<file path="config.mk">
export PLATFORM = sky130hd
export DESIGN_NAME = serial_sub_ctrl
export DESIGN_NICKNAME = d
export VERILOG_FILES = /design/src/rtl/serial_sub_ctrl.sv
export SDC_FILE = /design/constraint.sdc
export NUM_CORES = 1
export LEC_CHECK = 0
export BUFFER_PORTS_ARGS = -buffer_cell sky130_fd_sc_hd__buf_2
export CAP_MARGIN = 40
export CELL_PAD_IN_SITES_DETAIL_PLACEMENT = 1
export CELL_PAD_IN_SITES_GLOBAL_PLACEMENT = 2
export CORE_UTILIZATION = 32
export DETAILED_ROUTE_END_ITERATION = 8
export PLACE_DENSITY_LB_ADDON = 0.1
export SLEW_MARGIN = 20
export SYNTH_ARGS = -nofsm -noshare
export SYNTH_HDL_FRONTEND = slang
export SYNTH_SLANG_ARGS = --single-unit
</file>
<file path="constraint.sdc">
create_clock -name CLK -period 1.55 [get_ports CLK]
set_input_delay 0.155 -clock CLK [delete_from_list [all_inputs] [get_ports CLK]]
set_output_delay 0.155 -clock CLK [all_outputs]
set_load 0.03 [all_outputs]
</file>
<file path="src/rtl/serial_sub_ctrl.sv">
// Bit-serial WIDTH-bit subtractor: operands are captured on an accepted START and
// shifted LSB-first through a one-bit subtract cell, giving DIFF = A - B and BORROW_OUT.
module serial_sub_ctrl #(
   parameter int WIDTH = 8
) (
   input  logic             CLK,
   input  logic             RST,
   input  logic             START,
   input  logic [WIDTH-1:0] A,
   input  logic [WIDTH-1:0] B,
   output logic             READY,
   output logic             BUSY,
   output logic             DONE,
   output logic [WIDTH-1:0] DIFF,
   output logic             BORROW_OUT
);

   localparam int CNT_W = $clog2(WIDTH);
   localparam logic [CNT_W-1:0] LAST_BIT = CNT_W'(WIDTH - 1);

   typedef enum logic [1:0] {
      ST_IDLE = 2'd0,
      ST_RUN  = 2'd1,
      ST_DONE = 2'd2
   } state_t;

   state_t           state_q, state_d;
   logic [WIDTH-1:0] sha_q, sha_d;
   logic [WIDTH-1:0] shb_q, shb_d;
   logic [WIDTH-1:0] diff_q, diff_d;
   logic [CNT_W-1:0] cnt_q, cnt_d;
   logic             borrow_q, borrow_d;
   logic             bout_q, bout_d;

   logic hs0_d, hs0_b, cell_d, hs1_b, cell_bout;

   // Full subtract cell: two half subtractors, borrows merged by an OR gate.
   hs_1b u_hs0 (.a(sha_q[0]), .b(shb_q[0]), .d(hs0_d),  .bout(hs0_b));
   hs_1b u_hs1 (.a(hs0_d),    .b(borrow_q), .d(cell_d), .bout(hs1_b));
   assign cell_bout = hs0_b | hs1_b;

   always_comb begin
      state_d  = state_q;
      sha_d    = sha_q;
      shb_d    = shb_q;
      diff_d   = diff_q;
      cnt_d    = cnt_q;
      borrow_d = borrow_q;
      bout_d   = bout_q;
      case (state_q)
         ST_IDLE, ST_DONE: begin
            if (START) begin
               sha_d    = A;
               shb_d    = B;
               diff_d   = '0;
               cnt_d    = '0;
               borrow_d = 1'b0;
               bout_d   = 1'b0;
               state_d  = ST_RUN;
            end else begin
               state_d  = ST_IDLE;
            end
         end
         ST_RUN: begin
            sha_d    = sha_q >> 1;
            shb_d    = shb_q >> 1;
            diff_d   = {cell_d, diff_q[WIDTH-1:1]};
            borrow_d = cell_bout;
            cnt_d    = cnt_q + CNT_W'(1);
            if (cnt_q == LAST_BIT) begin
               bout_d  = cell_bout;
               state_d = ST_DONE;
            end
         end
         default: state_d = ST_IDLE;
      endcase
   end

   always_ff @(posedge CLK) begin
      if (RST) begin
         state_q  <= ST_IDLE;
         sha_q    <= '0;
         shb_q    <= '0;
         diff_q   <= '0;
         cnt_q    <= '0;
         borrow_q <= 1'b0;
         bout_q   <= 1'b0;
      end else begin
         state_q  <= state_d;
         sha_q    <= sha_d;
         shb_q    <= shb_d;
         diff_q   <= diff_d;
         cnt_q    <= cnt_d;
         borrow_q <= borrow_d;
         bout_q   <= bout_d;
      end
   end

   assign READY      = (state_q != ST_RUN);
   assign BUSY       = (state_q == ST_RUN);
   assign DONE       = (state_q == ST_DONE);
   assign DIFF       = diff_q;
   assign BORROW_OUT = bout_q;

endmodule

// One-bit half subtractor: d = a - b, bout set when a borrow is needed.
module hs_1b (
   input  logic a,
   input  logic b,
   output logic d,
   output logic bout
);
   assign d    = a ^ b;
   assign bout = ~a & b;
endmodule
</file>
==> results.sh <==
export IMPL_clock_latency_ns=0.27
export IMPL_gp_congestion=0.646
export IMPL_cts_sinks=31
export IMPL_ir_drop_v=0.000437
export IMPL_grt_pass1_wl_mm=5.60
export IMPL_synth_warnings=0
export IMPL_initial_core_util_pct=33.8
export IMPL_cts_root_to_sink_buffers=2
export IMPL_grt_max_degree=32
export IMPL_syn_nets=165
export IMPL_antenna_cells=0
export IMPL_hold_violations=0
export IMPL_fin_crit_ns=1.50
export IMPL_dp_slack_ns=0.181
export IMPL_leakagePower_nw=0.628
export IMPL_hp_class="in2reg"
export IMPL_final_core_util_pct=37.9
export IMPL_worst_slack_ns=0.0536
export IMPL_wl_met1_mm=1.48
export IMPL_max_cap_violations=0
export IMPL_synth_xor_area_share_pct=0
export IMPL_rows=24
export IMPL_finalHoldWorstSlack_ns=0.122
export IMPL_drtAntennaViolNets=0
export IMPL_fin_crit_sh_pct=96.5
export IMPL_fp_dieH_um=70.3
export IMPL_track_usage_pct=14.4
export IMPL_ys_ff_latch=31
export IMPL_top_layer="met4"
export IMPL_final_cell_area_mm2=0.00167
export IMPL_final_nets=193
export IMPL_post_place_cells=216
export IMPL_synth_adder_area_share_pct=3.02
export IMPL_cts_hold_fix_buffers=0
export IMPL_io_buffers=30
export IMPL_drt_iter0_drc=62
export IMPL_syn_inst=143
export IMPL_final_cells=222
export IMPL_cp_start_kind="flop"
export IMPL_routed_via_density=5.18
export IMPL_arrival_ns=1.34
export IMPL_synthesis_area_mm2=0.00149
export IMPL_routed_wl_mm=3.26
export IMPL_status="finished, final reports clean"
export IMPL_overflow=0
export IMPL_synth_top_family_by_area="simple AND/OR/NAND/NOR gates"
export IMPL_routed_wl_met2_mm=1.57
export IMPL_synth_distinct_cells=28
export IMPL_cts_tree="yes"
export IMPL_setup_violations_final=0
export IMPL_core_area_mm2=0.00441
export IMPL_slew_viol_final=0
export IMPL_dr_wl_met3_um=163
export IMPL_drive_gt1_share_pct=49.4
export IMPL_finalSetupTns_ns=0
export IMPL_cts_resized=0
export IMPL_yosysSeqAreaShare_pct=41.6
export IMPL_drtPass1Iterations=2
export IMPL_die_w_um=70.3
export IMPL_cts_inserted_buffers=5
export IMPL_tightest_slew_ns=0.459
export IMPL_vias=1149
export IMPL_syn_area_per_cell_um2=10.4
export IMPL_cts_root_buf="clkbuf_8"
export IMPL_path_clk_slew_ns=0.06
export IMPL_synth_compound_area_share_pct=15.0
export IMPL_fillerInstances=522
export IMPL_route_detailed_drc=0
export IMPL_crit_path_max_fanout=28
export IMPL_area_growth_pct=12.2
export IMPL_endpoint_kind="output pin"
export IMPL_fmax_mhz=668
export IMPL_cts_setup_buffers=0
export IMPL_slew_headroom_pct=69.4
export IMPL_synth_simple_area_share_pct=29.9
export IMPL_critical_path_required_ns=1.39
export IMPL_fp_dieArea_mm2=0.00494
export IMPL_wl_per_cell_um=14.7
export IMPL_crit_type="reg2out"
export IMPL_h_tree_depth=2
export IMPL_grt_setup_unrepaired="true"
export IMPL_synth_mux_area_fraction_pct=0
export IMPL_finalPower_mw=1.75
export IMPL_placed_area_mm2=0.00160
export IMPL_fin_skew_ns=0.00294
export IMPL_dp_hpwl_mm=2.12
export IMPL_antenna_found_initial=0
export IMPL_io_pins=31
export IMPL_p_per_area_mw_per_mm2=1050
export IMPL_grt_pass1_vias=1223
==> cells in the final DEF (no fill, tap or decap), drive strengths merged, types with 2 or more instances in the layout <==
master,Yosys,final
nor3,26,26
buf,13,34
ha,2,2
clkbuf,0,6
dfxtp,31,31
nand2b,4,4
nand2,12,12
a21oi,14,14
o22ai,14,14
inv,2,2
nand3,16,16
==> layout make-up <==
type	instances	area, µm²	share of cell area, %
clock buffers	6	72.6	4.34
flip-flops and latches	31	621	37.1
well taps	52	65.1	3.89
repair buffers	34	184	11.0
inverters	2	15.0	0.898
multi-input cells	97	716	42.8
==> worst max-delay path, cell delays in order (launching register included) <==
cell	delay, ns
dfxtp_1	0.30
nand2b_1	0.25
inv_8	0.24
buf_2	0.25
==> final timing paths <==
path              slack [ns]       start       end  cells after the start
setup / recovery        0.05  state_q[1]      BUSY                      3
hold / removal          0.12        A[7]  sha_q[7]                      3
setup reg to reg        0.23  state_q[0]   DIFF[5]                      4
hold reg to reg         0.47     DIFF[5]   DIFF[4]                      2
==> layer usage <==
layer	vias to the layer above	GRT usage, %
met5	-	0
met4	0	5.33
met3	7	3.46
met2	26	25.4
met1	551	16.6
li1	565	-
==> state kept, by name, indices dropped and copies added (netlist names) <==
register / flops
BORROW_OUT: 1
cnt_q: 3
DIFF: 8
state_q: 2
sha_q: 8
shb_q: 8
borrow_q: 1
==> cell families (layout without fill, tap and decap cells) <==
kind of cell / Yosys count / count (layout)
AOI/OAI and AO/OA: 31 / 31
adders and majority gates: 3 / 3
and+or+nand+nor: 63 / 63
DFF: 31 / 31
buffers and inverters: 15 / 42
==> power breakdown <==
group,total (mW),internal [mW],switching (mW)
logic,0.300,0.117,0.184
registers,0.880,0.847,0.0323
clock network,0.573,0.299,0.275
total,1.75,1.26,0.491
==> cell usage after synthesis (all sizes together) <==
cell type  instances  area share, %
fa                 1            1.3
nand3b             1           0.50
buf               13            9.4
nor3b              1           0.84
and2b              1           0.59
nand2             12            4.7
a21oi             14            7.2
inv                2            1.0
nand2b             4            1.8
nand3             16            5.4
o21a               1           0.50
ha                 2            1.7
dfxtp             31             42
a311oi             1            1.0
a31oi              1           0.42
nor2b              1           0.42
nor3              26             15
nor2               1           0.25
o22ai             14            5.9
No activity file was read; power rests on OpenSTA's default activity.
